File: src/rtl/seq_counter_ctrl.sv
// Sequencer for the arbitrary-sequence counter datapath.
// Holds a writable table of count values and steps an index through it.
// Supports run, pause and single-step modes with a programmable sequence length.
// All state updates happen on the falling edge of C.
module seq_counter_ctrl #(
    parameter int unsigned WIDTH = 4,
    parameter int unsigned AW    = 4
) (
    input  logic             C,
    input  logic             R,
    input  logic             clr,
    input  logic             start,
    input  logic             stop,
    input  logic             step,
    input  logic [AW-1:0]    len_m1,
    input  logic             wr_en,
    input  logic [AW-1:0]    wr_addr,
    input  logic [WIDTH-1:0] wr_data,
    output logic [WIDTH-1:0] Q,
    output logic [AW-1:0]    idx,
    output logic             running,
    output logic             wrap
);

    localparam int unsigned Depth = 2 ** AW;

    typedef enum logic [1:0] {
        StIdle  = 2'd0,
        StRun   = 2'd1,
        StPause = 2'd2
    } state_e;

    state_e           state_q, state_d;
    logic [AW-1:0]    idx_q, idx_d;
    logic [WIDTH-1:0] q_q, q_d;
    logic             wrap_q, wrap_d;
    logic [WIDTH-1:0] table_q [Depth];

    logic             advance;
    logic             at_last;
    logic [AW-1:0]    idx_inc;

    // At or past the last valid index; covers len_m1 shrinking below idx mid-run.
    assign at_last = (idx_q >= len_m1);
    assign idx_inc = idx_q + AW'(1);

    // State register: reset forces IDLE, otherwise take the decoded next state.
    always_ff @(negedge C) begin
        if (R) begin
            state_q <= StIdle;
        end else begin
            state_q <= state_d;
        end
    end

    // Next-state decode with priority clr > stop > start > step.
    always_comb begin
        state_d = state_q;
        advance = 1'b0;
        if (clr) begin
            state_d = StIdle;
        end else begin
            unique case (state_q)
                StIdle: begin
                    // stop has no meaning here, so start/step decide the edge
                    if (start) begin
                        state_d = StRun;
                    end else if (step) begin
                        advance = 1'b1;
                    end
                end
                StRun: begin
                    if (stop) begin
                        state_d = StPause;
                    end else begin
                        advance = 1'b1;
                    end
                end
                StPause: begin
                    if (start) begin
                        state_d = StRun;
                    end else if (step) begin
                        advance = 1'b1;
                    end
                end
                default: begin
                    state_d = StIdle;
                end
            endcase
        end
    end

    // Index, wrap flag and next count value; a same-edge write to the new index bypasses the table.
    always_comb begin
        idx_d  = idx_q;
        wrap_d = 1'b0;
        if (clr) begin
            idx_d = '0;
        end else if (advance) begin
            if (at_last) begin
                idx_d  = '0;
                wrap_d = 1'b1;
            end else begin
                idx_d = idx_inc;
            end
        end
        if (wr_en && (wr_addr == idx_d)) begin
            q_d = wr_data;
        end else begin
            q_d = table_q[idx_d];
        end
    end

    // Datapath registers: index, output value and wrap pulse.
    always_ff @(negedge C) begin
        if (R) begin
            idx_q  <= '0;
            q_q    <= '0;
            wrap_q <= 1'b0;
        end else begin
            idx_q  <= idx_d;
            q_q    <= q_d;
            wrap_q <= wrap_d;
        end
    end

    // Count table: reset loads the identity sequence, a write strobe updates one entry.
    always_ff @(negedge C) begin
        if (R) begin
            for (int i = 0; i < Depth; i++) begin
                table_q[i] <= WIDTH'(i);
            end
        end else if (wr_en) begin
            table_q[wr_addr] <= wr_data;
        end
    end

    // Outputs decoded from the registered state.
    always_comb begin
        running = (state_q == StRun);
        Q       = q_q;
        idx     = idx_q;
        wrap    = wrap_q;
    end

endmodule
File: config.mk
export PLATFORM = sky130hd
export DESIGN_NAME = seq_counter_ctrl
export DESIGN_NICKNAME = d
export VERILOG_FILES = /design/src/rtl/seq_counter_ctrl.sv
export SDC_FILE = /design/constraint.sdc
export NUM_CORES = 1
export LEC_CHECK = 0
export BUFFER_PORTS_ARGS = -buffer_cell sky130_fd_sc_hd__buf_2
export CAP_MARGIN = 20
export CORE_MARGIN = 4
export CORE_UTILIZATION = 50
export DETAILED_ROUTE_END_ITERATION = 16
export HOLD_SLACK_MARGIN = 0.08
export PLACE_DENSITY = 0.67
export SETUP_SLACK_MARGIN = 0.3
export SLEW_MARGIN = 20
export SYNTH_ARGS = -nofsm -noshare
export SYNTH_HDL_FRONTEND = slang
export SYNTH_SLANG_ARGS = --single-unit
export TNS_END_PERCENT = 1
File: constraint.sdc
create_clock -name C -period 3.4 [get_ports C]
set_input_delay 0.34 -clock C [delete_from_list [all_inputs] [get_ports C]]
set_output_delay 0.34 -clock C [all_outputs]
set_load 0.03 [all_outputs]
==> results of run 1 <==
## per-layer routing
metal  GRT usage [%]  up-vias  wire [µm]
li1                -     1786          -
met1           30.42     1854       4833
met2           39.57      202       5906
met3           8.065       33       1050
met4           12.08        0        289
met5               0        -          0
## Yosys cell counts, types with 2 or more instances
cell type / n
mux4_2: 3
mux4_1: 3
o32ai_1: 2
buf_2: 3
or3b_4: 2
or3_1: 17
o21ai_1: 2
o22ai_1: 15
nand2b_1: 6
o21ai_0: 5
edfxtp_1: 64
a22oi_1: 7
a31oi_1: 4
and2_1: 17
o2111ai_1: 2
nand3_1: 3
mux2i_1: 11
a221oi_1: 2
inv_1: 13
a21oi_1: 6
o21a_1: 5
dfxtp_1: 11
mux2_2: 9
a21o_1: 3
nand4_1: 3
and3_1: 2
ha_1: 5
nand2_1: 35
o211ai_1: 2
a211oi_1: 3
nor2b_1: 3
clkbuf_1: 19
or2_2: 17
nor2_1: 31
nor3_1: 21
a211o_1: 4
a311oi_1: 3
## where the power goes
part	total, mW	switching [mW]	internal [mW]	leakage, nW
registers	1.08	0.0280	1.05	0.720
logic	0.283	0.155	0.129	1.19
clock network	1.05	0.601	0.452	0.503
## registers in the layout, indices dropped and copies added, names as in the netlist
register / flops
table_q: 64
Q: 4
idx: 4
state_q: 2
wrap: 1
## cell usage in the layout, fill, tap and decap left out, types with 11 or more instances in the layout
master	count
mux2i_1	11
edfxtp_1	64
or3_1	16
nand2_1	33
buf_2	24
nor3_1	20
or2_2	17
o22ai_1	14
nor2_1	21
inv_1	87
buf_4	70
and2_1	17
## kinds of logic after synthesis
group           Yosys count
simple gates            164
flops                    75
compound gates           74
buf+inv                  40
mux                      27
fa+ha+maj                 5
xor+xnor                  3
## through the flow
stage | hold WS [ns] | TNS [ns] | worst slack, ns
2_1_floorplan | 0.5690 | -3.241 | -0.8275
3_3_place_gp | 0.5900 | -13.25 | -1.017
3_5_place_dp | 0.5985 | -14.62 | -1.094
4_1_cts | 0.6392 | -2.201 | -0.5824
5_1_grt | 0.6734 | -2.765 | -0.7302
6_report | 0.6403 | -2.352 | -0.5925
## worst min path at each step
stage	to	depth (start not counted)	slack [ns]
final	state_q[1]$_SDFFE_NP0P_	2	0.64
after global routing	state_q[1]$_SDFFE_NP0P_	2	0.67
after CTS	state_q[1]$_SDFFE_NP0P_	2	0.64
after detailed placement	state_q[1]$_SDFFE_NP0P_	2	0.60
after global placement	state_q[1]$_SDFFE_NP0P_	2	0.59
after floorplan	state_q[1]$_SDFFE_NP0P_	2	0.57
## what timing repair did
item,CTS,global route
endpoints found under the hold margin,0,0
setup endpoints to repair,47,88
pin swaps,9,6
buffers inserted,1,0
gates resized for setup,38,28
## cell type report
type	instances	area share, %
multi-input combinational	273	35.89
clock inverter	82	6.081
inverter	14	0.9694
timing repair buffer	107	14.56
tap	105	2.313
sequential	75	38.00
clock buffer	9	2.181
## worst reg2reg max path: cells and delay by family (launching register included)
kind,cells,cell delay [ns]
and+or+nand+nor,3,0.65
adders and majority gates,1,0.31
DFF,1,0.38
buffers and inverters,3,0.41
AOI/OAI and AO/OA,4,0.88
==> results.md, run 1 <==
- Setup Crit Path Kind: in2reg
- Multi-input gate area: 0.002038 mm²
- Dpl cell area: 0.004977 mm²
- Async SR Flop Fraction: 0%
- Core Area: 0.008175 mm²
- Drt first pass iters: 6
- Clock Tree Root: clkbuf_8
- CP Buf/Inv Count: 2
- Routed Antenna Nets: 0
- Worst r2r src: idx[0]$_SDFF_NP0_
- CTS Buf Count: 9
- Crit. End Element: flip-flop
- Clk_lat worst skew: 0.42 ns
- Share of layout cells above drive strength 1: around 37%
- Required time of the critical path: 2.01 ns
- Chip width: 99.26 µm
- Gp weighted congestion: 0.8947
- Syn. warnings: 0
- Finished Cell Area: roughly 0.0057 mm²
- Slowest cell on crit path: or4_4
- Worst-case clock buffer depth: 2
- Worst setup path start: start
- Critical path depth: 9
- Slew Limit Fails: 0
- Total Nets Final: 579
- Row count: 33
- CP endpoint: Q[0]$_SDFF_NP0_
- Final hold violations: 0
- Crit path cell chain: buf_2, or3b_4, a21o_1, xnor2_2, o2111ai_1, a311o_1, or4_4, buf_4, a311oi_2
- Layout Cells excl Fill: 665
- #FFs+latches synth: 75
- Syn Inst Count: 388
- Post-Synth Adder-Cell Area: under 10%
- Worst R2R Path Depth: 11
- Worst-path fanout max: 7
- Clk sink count: 75
- Synth Net Count: 412
- Buffers on Ports: 28
- Post-synth cell types: 62
- DR vias: 3875
- DRC violations left: 0
- Die height: 99.26 µm
- Overall Global Routing Usage: 24.81%
- Worst VDD drop: roughly 300 µV
- Hold Startpoint: state_q[1]$_SDFFE_NP0P_
- Leakage power: between 2 and 2.5 nW
- IO Pins: 29
- CTS H-tree lvls: 3
- RSZ-0062 raised after global routing: true
- Synth Area in Simple Gates: 20.61%
- Worst setup margin: -0.5925 ns
- Reg2reg end: Q[0]$_SDFF_NP0_
- Number of enable flip-flop cells after synthesis: 64
- Synth Cell Area: 0.004164 mm²
- Initial Util: roughly half
- Placed cell count: 574
- Status: finished with violations
- Synth top area share: 46.15%
- Crit-path max cell delay: around 0.54 ns
- Compound-cell area share of the yosys netlist: 12.80%
- Vias in the first global route: about 4000
- Wirelength per Cell: 18.16 µm
- Syn Area/Cell: 10.73 µm²
- Largest net degree at the start of global routing: 29
- Seq/Total Area, Yosys: 51.44%
- Clock slew at reported path FFs: roughly 0.040 ns
- Final core occ: a little under 70%
- Pwr Total: 2.416 mW
- Fillers: around 640
- Worst-Margin Slew: 0.3706 ns
- Post-Synth XOR/XNOR Area: less than 1%
- Largest family of logic cells by synthesized area: simple AND/OR/NAND/NOR gates
- Top cell type by total area after synthesis: edfxtp_1
- Vias/cell: 5.827
- Die area: 0.009852 mm²
- CP Launch Type: primary input
- Power Density: 425.5 mW/mm²
- WP data arrival: 2.60 ns
- Top FF cell, synth: edfxtp_1
- Register area: 0.002158 mm²
- Failing checks: setup timing
- Dpl hpwl: 8.280 mm
- Antenna Cells: 0
- Largest cells by area after synthesis: edfxtp_1 (46%), dfxtp_1 (5.3%), nand2_1 (3.2%)
- Slew HR: 75.29%
- # Max-Cap Violations: 0
- CP top delay family: simple AND/OR/NAND/NOR gates
- Clk_skew: between 0.02 and 0.03 ns
- Global-route congestion overflow total: 0
- Initial antenna violation count: 0
- CTS tree: built
- R2r setup slk: about 0.67 ns
- Hold Crit Class: reg2reg
- Final setup violation count: 4
- Area grow syn2layout: 36.39%
- Final wirelength: 12.08 mm
- First DRT Iteration DRCs: 279
- Mux contribution to synthesized area: 8.864%
- Global-route wire length before repair: 18.91 mm
- # hold bufs at CTS: 0
Note: power is estimated with default switching activity, not from simulation.
==> run 2, diff against run 1 <==
--- a/config.mk
+++ b/config.mk
@@ -12,7 +12,6 @@
 export DETAILED_ROUTE_END_ITERATION = 16
 export HOLD_SLACK_MARGIN = 0.08
 export PLACE_DENSITY = 0.67
-export SETUP_SLACK_MARGIN = 0.3
 export SLEW_MARGIN = 20
 export SYNTH_ARGS = -nofsm -noshare
 export SYNTH_HDL_FRONTEND = slang
==> results.md, run 2 (same netlist as run 1, synthesis figures left out) <==
- Dpl hpwl: 8.280 mm (unchanged)
- Hold Crit Class: reg2reg
- Power Density: 430.5 mW/mm² (+1.2%)
- Seq pwr share: 45.0% (+0.3 points)
- Logic pwr share: 11.5% (-0.2 points)
- Setup Crit Path Kind: in2reg
- Initial antenna violation count: 0 (unchanged)
- Final wirelength: 11.93 mm (-1.3%)
- P_sw: 0.7746 mW (-1.2%)
- CP top delay family: simple AND/OR/NAND/NOR gates
- Overall Global Routing Usage: 24.65% (-0.15 points)
- Initial Util: 50.93% (unchanged)
- Slew Limit Fails: 0 (unchanged)
- Die height: 99.26 µm (unchanged)
- Clock share of power: 43.5% (about the same)
- DRC violations left: 0 (unchanged)
- Clock Tree Root: clkbuf_8
- Slew HR: 71.85% (-3.4 points)
- Global-route congestion overflow total: 0 (unchanged)
- Share of layout cells above drive strength 1: 33.57% (-3.4 points)
- Drt first pass iters: 5 (-1)
- Clock slew at reported path FFs: 0.04 ns (about the same)
- Slowest cell on crit path: or4_4
- Worst R2R Path Depth: 11 (unchanged)
- Worst VDD drop: 292.1 µV (-0.98%)
- CTS Buf Count: 9 (unchanged)
- DR vias: 3834 (-1.1%)
- CP Launch Type: primary input
- Reg with most FFs: table_q
- Global-route wire length before repair: 18.79 mm (-0.62%)
- Final hold violations: 0 (unchanged)
- Routed Antenna Nets: 0 (unchanged)
- Worst-Margin Slew: 0.4223 ns (+0.05169 ns)
- Required time of the critical path: 2.01 ns (about the same)
- R2r setup slk: 0.51 ns (-0.16 ns)
- Failing checks: setup timing
- Leakage power: 2.401 nW (-0.68%)
- Antenna Cells: 0 (unchanged)
- Clk_lat worst skew: 0.42 ns (about the same)
- # Max-Cap Violations: 0 (unchanged)
- Gp weighted congestion: 0.8947 (unchanged)
- Most frequent cells in the layout: inv_1 (88), buf_4 (72), edfxtp_1 (64)
- Vias in the first global route: 3970 (-0.25%)
- Fillers: 639 (+0.47%)
- First DRT Iteration DRCs: 290 (+3.9%)
- Core Area: 0.008175 mm² (unchanged)
- DP Worst Slack: -1.094 ns (unchanged)
- Chip width: 99.26 µm (unchanged)
- Vias/cell: 5.765 (-1.1%)
- CTS tree: built
- Crit path cell chain: buf_2, or3b_4, a21o_1, xnor2_2, o2111ai_1, a311o_1, or4_4, buf_4, a311oi_1
- Worst setup margin: -0.5956 ns (-0.003173 ns)
- CTS H-tree lvls: 3 (unchanged)
- Largest net degree at the start of global routing: 29 (unchanged)
- # hold bufs at CTS: 0 (unchanged)
- Row count: 33 (unchanged)
- CP Buf/Inv Count: 2 (unchanged)
- Die area: 0.009852 mm² (unchanged)
- Final setup violation count: 4 (unchanged)
- Worst-path fanout max: 7 (unchanged)
- Crit-path max cell delay: 0.54 ns (about the same)
- Crit. End Element: flip-flop
- RSZ-0062 raised after global routing: true
- Commonest non-fill, non-tap cell in the layout: inv_1
- Status: finished with violations
- Worst-case clock buffer depth: 2 (unchanged)
- Critical path depth: 9 (unchanged)
- Largest register FFs: 64 (unchanged)
- Clk sink count: 75 (unchanged)
- WP data arrival: 2.61 ns (about the same)
- Total Nets Final: 579 (unchanged)
- Sw frac: 32.20% (-0.24 points)
- IO Pins: 29 (unchanged)
- Area grow syn2layout: 34.19%
- Clk_skew: 0.02681 ns (+0.0009929 ns)
- Buffers on Ports: 28 (unchanged)
- Wirelength per Cell: 17.94 µm (-1.3%)
- Min Hold Slack: 0.6141 ns (-0.02619 ns)
- Internal power: 1.631 mW (about the same)
- WHS Path Cells: 2 (unchanged)
==> run 2: cell types whose count changed in the layout (fill, tap and decap cells not counted), moves of 2 or more <==
cell      before  now
buf_4         70   72
buf_2         24   28
dfxtp_4        4    0
nor2_2         9    2
buf_6          7    2
nor2_1        21   29
nand2b_1       3    5
dfxtp_1        6   11
==> run 2: layer usage <==
metal / part of all wire [%] / up-vias / track usage (%) / wire (µm)
met5: 0 / - / 0 / 0
met4: 2.2 / 0 / 11.87 / 266
met3: 8.6 / 27 / 8.065 / 1020
met2: 48 / 201 / 39.15 / 5742
met1: 41 / 1821 / 30.40 / 4898
li1: - / 1785 / - / -
==> run 2: through the flow <==
step / cell area (µm²) / setup TNS (ns) / cells / utilization, % / power, mW
global route: 5588 / -2.671 / 665 / 68.35 / 2.564
global placement: 4977 / -13.25 / 574 / 60.88 / 1.476
detailed placement: 4977 / -14.62 / 574 / 60.88 / 1.484
floorplan: 4188 / -3.241 / 388 / - / 1.356
CTS: 5547 / -2.201 / 665 / 67.85 / 2.422
finish: 5588 / -2.360 / 665 / 68.35 / 2.405
==> run 2: worst paths after layout <==
path,from,endpoint
hold / removal,state_q[1]$_SDFFE_NP0P_,state_q[1]$_SDFFE_NP0P_
hold reg to reg,state_q[1]$_SDFFE_NP0P_,state_q[1]$_SDFFE_NP0P_
setup reg to reg,idx[0]$_SDFF_NP0_,Q[1]$_SDFF_NP0_
setup / recovery,start,Q[1]$_SDFF_NP0_
==> run 2: power groups by stage <==
stage	clock network (mW)	registers (mW)	logic, mW
3_5_place_dp	0.133	1.09	0.258
3_3_place_gp	0.133	1.09	0.252
4_1_cts	1.07	1.08	0.271
6_report	1.05	1.08	0.277
5_1_grt	1.19	1.08	0.296
2_1_floorplan	0.133	1.09	0.137
==> run 2: final cells by class <==
class	instances	area, µm²	area share [%]
Timing Repair Buffer	107	798.3	14.29
Clock inverter	82	345.3	6.180
Sequential cell	75	2142	38.33
Multi-Input combinational cell	273	1994	35.69
Tap cell	105	131.4	2.351
Inverter	14	52.55	0.9404
Clock buffer	9	123.9	2.217
==> run 2: what timing repair did <==
item                       in CTS  in global routing
buffers inserted                1                  0
setup endpoints to repair       6                  6
resized for setup              21                 11
pin swaps                       8                  5
==> run 2: worst min-delay path: cells and delay by family (launching register included) <==
kind | cells | cell delay, ns
DFF | 1 | 0.34
AOI/OAI and AO/OA | 1 | 0.17
and+or+nand+nor | 1 | 0.06
==> run 3, diff against run 2 <==
--- a/config.mk
+++ b/config.mk
@@ -7,6 +7,7 @@
 export LEC_CHECK = 0
 export BUFFER_PORTS_ARGS = -buffer_cell sky130_fd_sc_hd__buf_2
 export CAP_MARGIN = 20
+export CORE_ASPECT_RATIO = 1.2
 export CORE_MARGIN = 4
 export CORE_UTILIZATION = 50
 export DETAILED_ROUTE_END_ITERATION = 16
==> results.md, run 3 (same netlist as run 1, synthesis figures left out) <==
- DR vias: 3802 (-0.83%)
- Placed cell count: 567 (-1.2%)
- CP most frequent cell: buf_6
- Clk sink count: 75 (unchanged)
- P_sw: 0.7702 mW (-0.56%)
- Crit-path max cell delay: 0.40 ns (-0.14 ns)
- Dpl hpwl: 8.574 mm (+3.6%)
- RSZ-0062 raised after global routing: true
- Worst setup margin: -0.6261 ns (-0.03050 ns)
- GR Util met1: 28.38% (-2.0 points)
- Buffers on Ports: 28 (unchanged)
- Sw frac: 32.91% (+0.71 points)
- Layout Cells excl Fill: 662 (-0.45%)
- M2 GR Usage: 44.92% (+5.8 points)
- Worst setup path start: start
- CP endpoint: Q[0]$_SDFF_NP0_
- Vias/cell: 5.743 (-0.39%)
- CTS H-tree lvls: 3 (unchanged)
- GR peak layer: met2
- Wirelength per Cell: 18.87 µm (+5.2%)
- Clock Tree Root: clkbuf_8
- Power Density: 413.0 mW/mm² (-4.1%)
- Initial Util: 51.36% (+0.42 points)
- WP data arrival: 2.63 ns (+0.02 ns)
- Overall Global Routing Usage: 25.76% (+1.1 points)
- Critical path depth: 12 (+3)
- Finished Cell Area: 0.005667 mm² (+1.4%)
- Slew Limit Fails: 0 (unchanged)
- Setup Crit Path Kind: in2reg
- Worst r2r src: idx[0]$_SDFF_NP0_
- CP top delay family: compound AO/OA/AOI/OAI gates
- Clk_lat worst skew: 0.41 ns (about the same)
- Worst-case clock buffer depth: 2 (unchanged)
- CTS tree: built
- Final hold violations: 0 (unchanged)
- Status: finished with violations
- Most frequent cells in the layout: inv_1 (86), buf_4 (78), edfxtp_1 (64)
- Failing checks: setup timing
- Final wirelength: 12.49 mm (+4.7%)
- Met3 Usage GRT: 7.724% (-0.34 points)
- Worst-path fanout max: 6 (-1)
- Clock slew at reported path FFs: 0.03 ns (about the same)
- Required time of the critical path: 2.00 ns (about the same)
- Area grow syn2layout: 36.09%
- Global-route congestion overflow total: 0 (unchanged)
- Vias in the first global route: 3950 (-0.50%)
- R2r setup slk: 0.49 ns (-0.02 ns)
- Antenna Cells: 0 (unchanged)
- Register area: 0.002142 mm² (unchanged)
- Crit. End Element: flip-flop
- # Max-Cap Violations: 0 (unchanged)
- Row count: 36 (+9.1%)
- Slowest cell on crit path: or3b_4
- Dpl cell area: 0.005012 mm² (+0.70%)
- Initial antenna violation count: 0 (unchanged)
- Worst-Margin Slew: 0.4339 ns (+0.01160 ns)
- Drt first pass iters: 5 (unchanged)
- Fillers: 608 (-4.9%)
- Share of layout cells above drive strength 1: 36.16% (+2.6 points)
- IO Pins: 29 (unchanged)
- Core Area: 0.008108 mm² (-0.83%)
- CTS Buf Count: 9 (unchanged)
- Internal power: 1.570 mW (-3.7%)
- Clk_skew: 0.02521 ns (-0.001597 ns)
- Chip width: 91.31 µm (-8.0%)
- First DRT Iteration DRCs: 204 (-30%)
- Die area: 0.009858 mm² (about the same)
- CP Launch Type: primary input
- Commonest non-fill, non-tap cell in the layout: inv_1
- Die height: 108.0 µm (+8.8%)
- Final setup violation count: 6 (+2)
- Largest net degree at the start of global routing: 29 (unchanged)
- # hold bufs at CTS: 0 (unchanged)
- Reg with most FFs: table_q
- Clock share of power: 41.5% (-2.0 points)
- Gp weighted congestion: 0.9221 (+3.1%)
- Global-route wire length before repair: 19.29 mm (+2.6%)
- Leakage power: 2.441 nW (+1.7%)
- Crit path cell chain: buf_2, or3b_4, buf_4, a21oi_4, buf_6, xnor2_2, buf_6, o22ai_1, mux2_2, a31oi_2, a221oi_2, a311oi_1
- CP Buf/Inv Count: 4 (+2)
- Total Nets Final: 587 (+1.4%)
- Routed Antenna Nets: 0 (unchanged)
- Hold Crit Class: reg2reg
- Multi-input gate area: 0.002022 mm² (+1.4%)
- Seq pwr share: 46.1% (+1.1 points)
- Logic pwr share: 12.4% (+0.9 points)
- DRC violations left: 0 (unchanged)
- Largest register FFs: 64 (unchanged)
- Worst VDD drop: 275.6 µV (-5.6%)
- Slew HR: 70.97% (-0.88 points)
- Reg2reg end: Q[1]$_SDFF_NP0_
- Worst R2R Path Depth: 10 (-1)
run 3: layout make-up:
class	count	share of cell area (%)
clock buffer	9	2.186
inverter	14	0.9274
multi-input combinational	273	35.68
timing repair buffer	115	15.52
sequential	75	37.80
tap	95	2.098
clock inverter	81	5.785
run 3: worst min path at each step:
| stage | slack, ns | to | depth (start not counted) | start |
|---|---|---|---|---|
| 2_1_floorplan | 0.57 | state_q[1]$_SDFFE_NP0P_ | 2 | state_q[1]$_SDFFE_NP0P_ |
| 3_3_place_gp | 0.59 | state_q[1]$_SDFFE_NP0P_ | 2 | state_q[1]$_SDFFE_NP0P_ |
| 3_5_place_dp | 0.61 | state_q[1]$_SDFFE_NP0P_ | 2 | state_q[1]$_SDFFE_NP0P_ |
| 4_1_cts | 0.63 | state_q[1]$_SDFFE_NP0P_ | 2 | state_q[1]$_SDFFE_NP0P_ |
| 5_1_grt | 0.67 | state_q[1]$_SDFFE_NP0P_ | 2 | state_q[1]$_SDFFE_NP0P_ |
| 6_report | 0.61 | state_q[1]$_SDFFE_NP0P_ | 2 | state_q[1]$_SDFFE_NP0P_ |
run 3: timing repair:
item / 4_1_cts / 5_1_grt
endpoints found under the setup margin: 6 / 11
pin swaps: 3 / 8
setup buffers: 2 / 2
resized for setup: 24 / 19
gates cloned: 2 / 0
run 3: power groups by stage:
stage,clock (mW),combinational [mW],sequential (mW)
after global routing,1.11,0.309,1.08
after global placement,0.133,0.257,1.09
after CTS,0.988,0.278,1.08
after floorplan,0.133,0.137,1.09
after detailed placement,0.133,0.262,1.09
final,0.970,0.291,1.08
run 3: layer usage:
layer | wire (µm) | vias to the layer above
met1 | 4897 | 1833
met4 | 322 | 0
met5 | 0 | -
met2 | 6467 | 144
met3 | 805 | 30
li1 | - | 1795
run 3: worst register-to-register path, cell delays in order, from the launching register on:
cell and delay [ns]:
dfxtp_1 0.57, inv_2 0.08, ha_1 0.29, nor2b_2 0.05, o21a_2 0.27, o21ai_1 0.17
nand2_1 0.08, a311o_1 0.35, or4_4 0.53, buf_4 0.18, a311oi_2 0.26
run 3: through the flow:
step                      utilization (%)  power, mW  setup TNS (ns)  worst slack [ns]  hold WS, ns
after global placement              61.82      1.479          -14.63            -1.110       0.5895
final                               69.89      2.341          -2.466           -0.6261       0.6148
after detailed placement            61.82      1.486          -16.38            -1.147       0.6138
after floorplan                         -      1.356          -3.241           -0.8275       0.5690
after global routing                69.89      2.501          -2.832           -0.6810       0.6737
after CTS                           68.69      2.345          -2.474           -0.6060       0.6257
